**config.mk**
```make
export PLATFORM = sky130hd
export DESIGN_NAME = uart_cmd_parser
export DESIGN_NICKNAME = d
export VERILOG_FILES = /design/src/rtl/uart_cmd_parser.sv
export SDC_FILE = /design/constraint.sdc
export NUM_CORES = 1
export LEC_CHECK = 0
export CORE_MARGIN = 2
export CORE_UTILIZATION = 50
export CTS_BUF_LIST = sky130_fd_sc_hd__clkbuf_8
export DETAILED_ROUTE_END_ITERATION = 8
export PLACE_DENSITY = 0.74
export SYNTH_ARGS = -nofsm -noshare
export SYNTH_HDL_FRONTEND = slang
export SYNTH_SLANG_ARGS = --single-unit
```
**constraint.sdc**
```tcl
create_clock -name clk -period 6.67 [get_ports clk]
set_clock_uncertainty 0.15 [all_clocks]
set_input_delay 1.334 -clock clk [delete_from_list [all_inputs] [get_ports clk]]
set_output_delay 1.334 -clock clk [all_outputs]
set_load 0.02 [all_outputs]
```
**src/rtl/uart_cmd_parser.sv**
```systemverilog
// UART command framer: HDR, CMD, LEN_H, LEN_L [, CHK] -> one launch to the FIFO controller.
// Optional checksum byte enabled by defining UART_CMD_CHECKSUM_EN.
module uart_cmd_parser #(
  parameter logic [7:0] HDR_BYTE    = 8'hA5,
  parameter int unsigned TIMEOUT_CYC = 50000,
  parameter logic [7:0] CMD_MAX     = 8'h04
) (
  input  logic        clk,
  input  logic        rst,
  input  logic [7:0]  rx_data,
  input  logic        rx_valid,
  input  logic        fifo_busy,
  input  logic        fifo_done,
  output logic [7:0]  cmd,
  output logic [15:0] rx_cnt,
  output logic        en_fc,
  output logic        fe_done,
  output logic        parser_busy,
  output logic        frame_err,
  output logic [7:0]  err_cnt
);

  localparam int TW = (TIMEOUT_CYC > 2) ? $clog2(TIMEOUT_CYC) : 1;
  localparam logic [TW-1:0] IDLE_LAST = TW'(TIMEOUT_CYC - 1);

  typedef enum logic [2:0] {
    HUNT, CMD, LEN_H, LEN_L, CHK, ISSUE, BUSY, RELEASE
  } state_t;

  state_t        state_q, state_d;
  logic [7:0]    sh_cmd_q;
  logic [15:0]   sh_len_q;
  logic [TW-1:0] idle_q;
  logic [7:0]    cmd_q, err_cnt_q;
  logic [15:0]   rx_cnt_q;
  logic          en_fc_q, fe_done_q, parser_busy_q, frame_err_q;
  logic          drop_d, launch_d, in_frame_q, in_frame_d, timeout_d;
`ifdef UART_CMD_CHECKSUM_EN
  logic [7:0]    xor_q;
`endif

  function automatic logic cmd_legal(input logic [7:0] c);
    return (c != 8'h00) && (c <= CMD_MAX);
  endfunction

  function automatic logic [7:0] sat_inc(input logic [7:0] v);
    return (v == 8'hFF) ? v : v + 8'h01;
  endfunction

  assign in_frame_q = (state_q == CMD) || (state_q == LEN_H) ||
                      (state_q == LEN_L) || (state_q == CHK);
  assign in_frame_d = (state_d == CMD) || (state_d == LEN_H) ||
                      (state_d == LEN_L) || (state_d == CHK);
  // A byte in the terminal idle cycle is consumed, so timeout needs !rx_valid.
  assign timeout_d  = in_frame_q && !rx_valid && (idle_q == IDLE_LAST);

  always_comb begin
    state_d  = state_q;
    drop_d   = 1'b0;
    launch_d = 1'b0;
    case (state_q)
      HUNT:  if (rx_valid && rx_data == HDR_BYTE) state_d = CMD;
      CMD:   if (rx_valid) state_d = LEN_H;
      LEN_H: if (rx_valid) state_d = LEN_L;
      LEN_L: if (rx_valid) begin
`ifdef UART_CMD_CHECKSUM_EN
        state_d = CHK;
`else
        if (cmd_legal(sh_cmd_q)) state_d = ISSUE;
        else                     drop_d  = 1'b1;
`endif
      end
`ifdef UART_CMD_CHECKSUM_EN
      CHK:   if (rx_valid) begin
        if (rx_data == xor_q && cmd_legal(sh_cmd_q)) state_d = ISSUE;
        else                                         drop_d  = 1'b1;
      end
`endif
      ISSUE: if (!fifo_busy) begin
        launch_d = 1'b1;
        state_d  = BUSY;
      end
      BUSY:    if (fifo_done) state_d = RELEASE;
      RELEASE: if (!fifo_busy) state_d = HUNT;
      default: state_d = HUNT;
    endcase
    if (timeout_d) drop_d = 1'b1;
    if (drop_d)    state_d = HUNT;
  end

  always_ff @(posedge clk or posedge rst) begin
    if (rst) begin
      state_q       <= HUNT;
      sh_cmd_q      <= '0;
      sh_len_q      <= '0;
      idle_q        <= '0;
      cmd_q         <= '0;
      rx_cnt_q      <= '0;
      en_fc_q       <= 1'b0;
      fe_done_q     <= 1'b0;
      parser_busy_q <= 1'b0;
      frame_err_q   <= 1'b0;
      err_cnt_q     <= '0;
`ifdef UART_CMD_CHECKSUM_EN
      xor_q         <= '0;
`endif
    end else begin
      state_q       <= state_d;
      parser_busy_q <= (state_d != HUNT);
      en_fc_q       <= launch_d;
      frame_err_q   <= drop_d;

      if (rx_valid || !in_frame_d) idle_q <= '0;
      else                         idle_q <= idle_q + TW'(1);

      if (drop_d) begin
        sh_cmd_q  <= '0;
        sh_len_q  <= '0;
        err_cnt_q <= sat_inc(err_cnt_q);
`ifdef UART_CMD_CHECKSUM_EN
        xor_q     <= '0;
`endif
      end else if (rx_valid) begin
        case (state_q)
          CMD: begin
            sh_cmd_q <= rx_data;
`ifdef UART_CMD_CHECKSUM_EN
            xor_q    <= rx_data;
`endif
          end
          LEN_H: begin
            sh_len_q[15:8] <= rx_data;
`ifdef UART_CMD_CHECKSUM_EN
            xor_q          <= xor_q ^ rx_data;
`endif
          end
          LEN_L: begin
            sh_len_q[7:0] <= rx_data;
`ifdef UART_CMD_CHECKSUM_EN
            xor_q         <= xor_q ^ rx_data;
`endif
          end
          default: ;
        endcase
      end

      // fe_done stays high from launch until the controller reports done.
      if (launch_d) begin
        cmd_q     <= sh_cmd_q;
        rx_cnt_q  <= sh_len_q;
        fe_done_q <= 1'b1;
      end else if (state_q == BUSY && fifo_done) begin
        fe_done_q <= 1'b0;
      end
    end
  end

  assign cmd         = cmd_q;
  assign rx_cnt      = rx_cnt_q;
  assign en_fc       = en_fc_q;
  assign fe_done     = fe_done_q;
  assign parser_busy = parser_busy_q;
  assign frame_err   = frame_err_q;
  assign err_cnt     = err_cnt_q;

endmodule

```
==> results of run 1 <==
## per-layer routing
metal | track usage (%) | vias up | routed length [um]
met5 | 0 | - | 0
met4 | 4.55 | 0 | 62
met3 | 5.69 | 7 | 254
met2 | 30.7 | 36 | 3360
met1 | 25.7 | 1143 | 3070
li1 | - | 1128 | -
## flip-flops by register name, indices dropped and copies added (netlist names)
signal	count
cmd	8
rx_cnt	16
err_cnt	8
idle_q	16
state_q	3
frame_err	1
parser_busy	1
fe_done	1
sh_len_q	16
sh_cmd_q	8
en_fc	1
## where the power goes
part / total, uW / internal [uW] / switching, uW
combinational: 514 / 242 / 272
sequential: 701 / 596 / 105
clock: 351 / 182 / 169
total: 1570 / 1020 / 546
## area by class of cell
class / instances / area, um^2
well taps: 96 / 120
fillers: 551 / 2550
clock buffers: 10 / 138
inverters: 2 / 7.51
flip-flops and latches: 79 / 1980
repair buffers: 50 / 495
clock inverters: 6 / 60.1
multi-input cells: 195 / 1520
## cells in the final DEF, fill, tap and decap left out, types with 3 or more instances in the layout
cell type / instances
clkbuf_8: 10
nor3_2: 12
mux2i_1: 17
and3_1: 5
mux2_2: 24
nand4_1: 7
clkdlybuf4s50_1: 48
and4_1: 4
nor3_1: 5
a21oi_1: 4
xor2_1: 13
nand3_1: 10
o21ai_0: 3
nand2_1: 8
a22oi_1: 9
xnor2_1: 6
dfrtp_1: 79
nor2_1: 33
## worst min path at each step
stage / end / cells after the start / slack, ns
after CTS: rx_cnt[14] / 1 / 0.36
after floorplan: idle_q[0] / 1 / 0.33
after global placement: rx_cnt[1] / 1 / 0.34
after detailed placement: rx_cnt[13] / 1 / 0.34
final: rx_cnt[14] / 1 / 0.36
after global routing: rx_cnt[13] / 1 / 0.37
## cells by family (layout without fill, tap and decap cells)
logic type	count (synthesis)	in the layout	synth area share, %
xor gates and xnor gates	19	19	4.63
DFF	79	79	55.0
adders and majority gates	2	2	0.696
buffers and inverters	16	68	2.89
AOI/OAI and AO/OA	25	25	5.39
and+or+nand+nor	106	106	18.5
muxes	43	43	12.9
## worst max-delay path, stage by stage
cell             delay, ns
clkdlybuf4s50_1       0.56
or4_4                 0.63
o22ai_4               0.52
and2_2                0.32
mux2_1                0.33
## metrics by stage
step	total power, uW	hold WS (ns)	cell area, um^2
after floorplan	1070	0.327	3600
after global placement	1220	0.340	4120
after detailed placement	1230	0.345	4120
after CTS	1580	0.361	4320
after global routing	1680	0.371	4320
final	1570	0.359	4320
==> run_results.csv, run 1 <==
group,metric,value,unit
synth,synth_edf_count,0,
sta,setup_viol,0,
cells_and_area,nets,352,
setup_path,ff2ff_path_depth,5,
clocking,clock_latency,0.34,ns
synth,ys_top_cells_by_count,"dfrtp_1 (79), nor2_1 (34), mux2_2 (24)",
clocking,cts_tree,"built",
detailed_routing,routedWlPerCell,15.4,um
placed_design,place.gp.congestion,0.820,
cells_and_area,fin_cells,438,
setup_path,required,6.75,ns
sta,fmax,276,MHz
global_routing,grt_use_total,19.1,%
synth,yosysSeqAreaShare,55.0,%
synth,synth_area_leaders,"dfrtp_1 (55%), mux2_2 (7.5%), mux2i_1 (4.7%)",
global_routing,grt_pass1_wl,11.5,mm
cells_and_area,areaGrowthSynthToFinish,20.0,%
sta,hold_violations,0,
sta,slew_headroom,35.0,%
setup_path,regToRegSetupSlack,3.79,ns
synth,netlist_instances,290,
clocking,cts_sinks,79,
sta,setup_ws,3.05,ns
placed_design,io_buffers,48,
synth,synth.most_common_cell,"dfrtp_1",
clocking,cts_resized,0,
setup_path,cp_data_arrival_time,3.70,ns
placed_design,post-place-ws,2.70,ns
synth,synth_top_area_share,55.0,%
sta,fin_tns_setup,0,ns
synth,syn_nets,305,
detailed_routing,drt_iter0_drc,108,
status,run_status,"completed",
cells_and_area,drive_gt1_share,19.3,%
global_routing,grt_max_degree,80,
placed_design,dp_hpwl,4.58,mm
detailed_routing,vias,2314,
global_routing,first_global_vias,2365,
clocking,clock_path_buffers,2,
synth,syn_area,3600,um^2
synth,yosys.area.top_type,"dfrtp_1",
global_routing,grt_antenna_before_repair,0,
floorplanning,core_area,6870,um^2
clocking,root_buffer,"clkbuf_8",
synth,syn-mean-instance-area,12.4,um^2
synth,ys_ff_latch,79,
sta,fin_crit_sh,54.3,%
setup_path,reg2reg_to,"err_cnt[1]",
power,p_per_area,363,nW/um^2
setup_path,timing.rr.start,"idle_q[10]",
detailed_routing,drtAntennaViolNets,0,
sta,fin_crit,3.62,ns
clocking,holdBufCountCts,0,
synth,synth_top_flop_cell,"dfrtp_1",
power,p_leak,0.00194,uW
setup_path,cp-endpoint,"err_cnt[1]",
flow_run,cap_viol_max_count,0,
global_routing,grt_overflow,0,
setup_path,startpoint_type,"input pin",
floorplanning,die_w,88.8,um
detailed_routing,wl,6.74,mm
sta,drv_slew,0,
sta,worstMarginPinSlew,0.975,ns
clocking,htree_num_levels,3,
floorplanning,io_pins,49,
setup_path,startpoint,"rx_valid",
synth,yosysWarnings,0,
floorplanning,start_util,52.3,%
floorplanning,rows,30,
cells_and_area,utilization,62.8,%
sta,rsz0062_at_grt,"false",
detailed_routing,via_per_inst,5.28,
setup_path,critical_path.max_fanout,25,
placed_design,dp_cells,422,
power,ir_drop,220,uV
clocking,clkSlewWorstSetupHoldPaths,0.08,ns
synth,ys_types,49,
detailed_routing,drc,0,
cells_and_area,diodes,0,
floorplanning,die-area,7890,um^2
clocking,postCtsSetupRepairBufs,0,
min_path,min_from,"sh_len_q[14]",
floorplanning,die_height,88.8,um
detailed_routing,drt-pass1-iter-count,4,
setup_path,crit_type,"input pin to flip-flop",
clocking,cts_buffers,9,
synth,synthArstFlopShare,100,%
setup_path,endpoint_kind,"flip-flop",
min_path,worstHoldPathType,"flip-flop to flip-flop",
Note: power is estimated with default switching activity, not from simulation.
==> inputs of run 2 (changes only) <==
Clock period 6.67 ns to 3.6 ns, I/O delays scaled along.
==> run_results.csv, run 2 (synthesis results as in run 1) <==
group,metric,value,unit
status,run_status,"completed",
power,ir_drop,362,uV
global_routing,grt_use_total,20.3,%
setup_path,crit_type,"input pin to flip-flop",
floorplanning,core_area,6870,um^2
floorplanning,die-area,7890,um^2
clocking,cts_resized,0,
sta,hold_violations,0,
power,p_per_area,687,nW/um^2
min_path,hold_end,"cmd[7]",
sta,fin_tns_setup,0,ns
sta,fin_crit_sh,73.2,%
detailed_routing,drtAntennaViolNets,0,
power,p_leak,0.00197,uW
setup_path,startpoint_type,"input pin",
clocking,htree_num_levels,3,
setup_path,endpoint_kind,"flip-flop",
flow_run,cap_viol_max_count,0,
clocking,clkSlewWorstSetupHoldPaths,0.08,ns
clocking,holdBufCountCts,0,
setup_path,slowest_delay,0.64,ns
placed_design,place.gp.congestion,0.822,
detailed_routing,via_per_inst,5.48,
detailed_routing,drc,0,
min_path,min_from,"cmd[7]",
setup_path,timing.rr.start,"sh_cmd_q[3]",
cells_and_area,nFillCells,563,
sta,rsz0062_at_grt,"false",
setup_path,regToRegSetupSlack,1.02,ns
sta,fin_crit,2.63,ns
detailed_routing,routedWlPerCell,16.2,um
detailed_routing,vias,2415,
clocking,cts_tree,"built",
placed_design,dp_hpwl,4.96,mm
detailed_routing,drt_iter0_drc,94,
placed_design,io_buffers,48,
detailed_routing,drt-pass1-iter-count,4,
floorplanning,io_pins,49,
cells_and_area,mostFrequentLayoutCells,"dfrtp_1 (79), clkdlybuf4s50_1 (48), nor2_1 (33)",
global_routing,grtUsageMet2,32.2,%
setup_path,startpoint,"rx_valid",
global_routing,gr-usage-met1,27.1,%
global_routing,grt_pass1_wl,12.1,mm
setup_path,critPathBufInv,1,
min_path,worstHoldPathType,"flip-flop to flip-flop",
clocking,cts_sinks,79,
sta,slew_headroom,45.8,%
sta,setup_viol,0,
power,p_total,3010,uW
detailed_routing,wl,7.16,mm
clocking,root_buffer,"clkbuf_8",
setup_path,critical_path.max_fanout,8,
floorplanning,die_w,88.8,um
floorplanning,start_util,52.3,%
clocking,clock_path_buffers,2,
sta,drv_slew,0,
setup_path,crit_chain,"clkdlybuf4s50_1 -> or4_4 -> o22ai_4 -> and2_2 -> mux2_1",
setup_path,crit_family,"simple AND/OR/NAND/NOR gates",
setup_path,required,3.68,ns
floorplanning,rows,30,
cells_and_area,diodes,0,
sta,worstMarginPinSlew,0.808,ns
global_routing,top_usage_layer,"met2",
setup_path,reg2reg_to,"idle_q[15]",
placed_design,dp_cells,425,
global_routing,first_global_vias,2483,
global_routing,grt_max_degree,46,
global_routing,grt_antenna_before_repair,0,
setup_path,crit_cells,5,
cells_and_area,areaGrowthSynthToFinish,21.7,%
global_routing,grt_overflow,0,
setup_path,ff2ff_path_depth,5,
global_routing,gr-usage-met3,5.22,%
cells_and_area,nets,355,
cells_and_area,fin_cells,441,
clocking,postCtsSetupRepairBufs,0,
clocking,clock_latency,0.35,ns
floorplanning,die_height,88.8,um
cells_and_area,final_common_cell,"dfrtp_1",
sta,fmax,380,MHz
cells_and_area,drive_gt1_share,20.0,%
setup_path,critPathSlowestCell,"or4_4",
setup_path,cp_data_arrival_time,2.72,ns
min_path,hold_depth,1,
clocking,cts_buffers,9,
## run 2: changes by cell type in the layout (fill, tap and decap cells not counted)
cell	previous run	this run
inv_6	1	0
buf_12	0	1
bufinv_16	1	2
buf_4	2	4
clkinv_4	0	1
clkinv_2	2	1
## run 2: layout make-up
class                   instances  area, um^2  area share, %
repair buffers                 53         531           12.1
inverters                       2        7.51          0.172
clock buffers                  10         138           3.15
well taps                      96         120           2.75
flip-flops and latches         79        1980           45.2
multi-input cells             195        1520           34.7
clock inverters                 6        85.1           1.94
## run 2: stage by stage
step                      worst slack, ns  utilization, %  hold slack [ns]  cell area (um^2)
final                               0.966            63.7            0.361              4380
after global routing                0.843            63.7            0.374              4380
after CTS                           0.967            63.7            0.363              4380
after detailed placement            0.609            60.5            0.345              4150
after global placement              0.664            60.5            0.337              4150
after floorplan                     0.707               -            0.327              3600
## run 2: per-layer routing
metal  up-vias  wire (um)
met1      1225       3220
li1       1131          -
met3        13        227
met4         0        132
met5         -          0
met2        46       3580
## run 2: where the power goes
| group | internal [uW] | switching, uW | leakage, uW |
|---|---|---|---|
| clock | 407 | 326 | 0.000114 |
| combinational | 456 | 514 | 0.000795 |
| sequential | 1110 | 198 | 0.00107 |
| total | 1970 | 1040 | 0.00197 |
## run 2: worst max path at each step
stage / end / slack, ns
floorplan: cmd[0] / 0.71
global placement: err_cnt[1] / 0.66
detailed placement: err_cnt[1] / 0.61
CTS: idle_q[15] / 0.97
global route: idle_q[1] / 0.84
finish: err_cnt[1] / 0.97
==> inputs of run 3 (changes only) <==
Clock period 3.6 ns to 2.45 ns, I/O delays scaled along.
==> run_results.csv, run 3 (synthesis results as in run 1) <==
group,metric,value,unit
status,run_status,"completed",
power,p_leak,0.00209,uW
cells_and_area,finalInstanceArea,4570,um^2
detailed_routing,wl,7.32,mm
setup_path,ff2ff_path_depth,5,
global_routing,grt_use_total,20.0,%
setup_path,required,2.54,ns
detailed_routing,routedWlPerCell,15.7,um
setup_path,critPathSlowestCell,"or4_1",
setup_path,crit_type,"flip-flop to flip-flop",
setup_path,startpoint_type,"flip-flop",
sta,fin_crit,2.41,ns
setup_path,crit_chain,"or4_1 -> or4_4 -> o22ai_4 -> and2_2 -> mux2_1",
setup_path,crit_family,"simple AND/OR/NAND/NOR gates",
clocking,htree_num_levels,3,
clocking,cts_buffers,9,
power,ir_drop,596,uV
floorplanning,rows,30,
global_routing,first_global_vias,2483,
floorplanning,die-area,7890,um^2
setup_path,timing.rr.start,"idle_q[4]",
floorplanning,die_height,88.8,um
floorplanning,core_area,6870,um^2
min_path,min_from,"rx_cnt[3]",
setup_path,endpoint_kind,"flip-flop",
cells_and_area,areaGrowthSynthToFinish,27.2,%
cells_and_area,drive_gt1_share,25.7,%
global_routing,grt_antenna_before_repair,0,
setup_path,critPathBufInv,0,
global_routing,grt_max_degree,30,
global_routing,grt_overflow,0,
setup_path,slowest_delay,0.54,ns
floorplanning,start_util,52.3,%
detailed_routing,drt_iter0_drc,123,
placed_design,place.gp.congestion,0.813,
floorplanning,die_w,88.8,um
detailed_routing,vias,2493,
placed_design,dp_hpwl,5.21,mm
detailed_routing,drc,0,
clocking,root_buffer,"clkbuf_8",
global_routing,grt_pass1_wl,11.9,mm
clocking,cts_sinks,79,
setup_path,cp_data_arrival_time,2.50,ns
cells_and_area,nets,380,
sta,fmax,414,MHz
sta,fin_tns_setup,0,ns
sta,hold_violations,0,
setup_path,reg2reg_to,"err_cnt[1]",
min_path,worstHoldPathType,"flip-flop to flip-flop",
clocking,cts_tree,"built",
floorplanning,io_pins,49,
placed_design,io_buffers,48,
cells_and_area,final_common_cell,"dfrtp_1",
clocking,clkSlewWorstSetupHoldPaths,0.09,ns
sta,slew_headroom,62.1,%
placed_design,dp_cells,448,
detailed_routing,drtAntennaViolNets,0,
flow_run,cap_viol_max_count,0,
setup_path,regToRegSetupSlack,0.04,ns
setup_path,critical_path.max_fanout,4,
min_path,hold_depth,1,
sta,rsz0062_at_grt,"true",
detailed_routing,via_per_inst,5.35,
sta,drv_slew,0,
cells_and_area,diodes,0,
sta,fin_crit_sh,98.5,%
min_path,hold_end,"rx_cnt[3]",
sta,setup_viol,0,
clocking,clock_latency,0.35,ns
cells_and_area,mostFrequentLayoutCells,"dfrtp_1 (79), clkdlybuf4s50_1 (48), nor2_1 (33)",
cells_and_area,fin_cells,466,
clocking,clock_path_buffers,2,
placed_design,placed_cell_area,4340,um^2
power,p_total,4510,uW
sta,worstMarginPinSlew,0.567,ns
clocking,holdBufCountCts,0,
power,p_per_area,987,nW/um^2
detailed_routing,drt-pass1-iter-count,4,
-- run 3: final cells by class --
class                           count  area, um^2
Multi-Input combinational cell    195        1520
Sequential cell                    79        1980
Tap cell                           96         120
Clock inverter                      7        77.6
Fill cell                         536        2290
Inverter                            2        11.3
Clock buffer                        9         124
Timing Repair Buffer               78         747
-- run 3: worst reg2reg max path: stages (launching register included) --
cell and delay [ns]:
dfrtp_1 0.44, or4_1 0.54, or4_4 0.45, o22ai_4 0.19, and2_2 0.21, mux2_1 0.31
-- run 3: worst max-delay path by stage --
stage,end,slack (ns),start,cells past startpoint
detailed placement,idle_q[2],-0.07,fifo_busy,6
CTS,parser_busy,0.01,idle_q[4],6
floorplan,err_cnt[1],0.14,idle_q[10],5
finish,err_cnt[1],0.04,idle_q[4],5
global placement,idle_q[15],-0.06,fifo_busy,6
global route,err_cnt[1],-0.01,idle_q[4],5
-- run 3: through the flow --
stage,hold WS (ns),util (%),worst slack (ns)
finish,0.361,66.6,0.0366
global route,0.373,66.6,-0.0138
CTS,0.365,66.1,0.0137
detailed placement,0.345,63.2,-0.0728
global placement,0.338,63.2,-0.0562
floorplan,0.327,-,0.144
-- run 3: timing repair --
action	in CTS	in global routing
setup buffers	0	2
setup endpoints to repair	0	19
gates resized for setup	0	1
-- run 3: per-layer routing --
| metal | track usage, % | wire length [um] | up-vias |
|---|---|---|---|
| li1 | - | - | 1182 |
| met3 | 3.45 | 225 | 9 |
| met4 | 7.44 | 105 | 0 |
| met2 | 30.9 | 3540 | 48 |
| met1 | 28.3 | 3450 | 1254 |
| met5 | 0 | 0 | - |
-- run 3: power breakdown --
group          total [uW]  internal [uW]  switching (uW)  leakage [uW]
Sequential           1850           1620             223       0.00107
Combinational        1670            814             859      0.000923
Clock                 996            481             514      0.000101
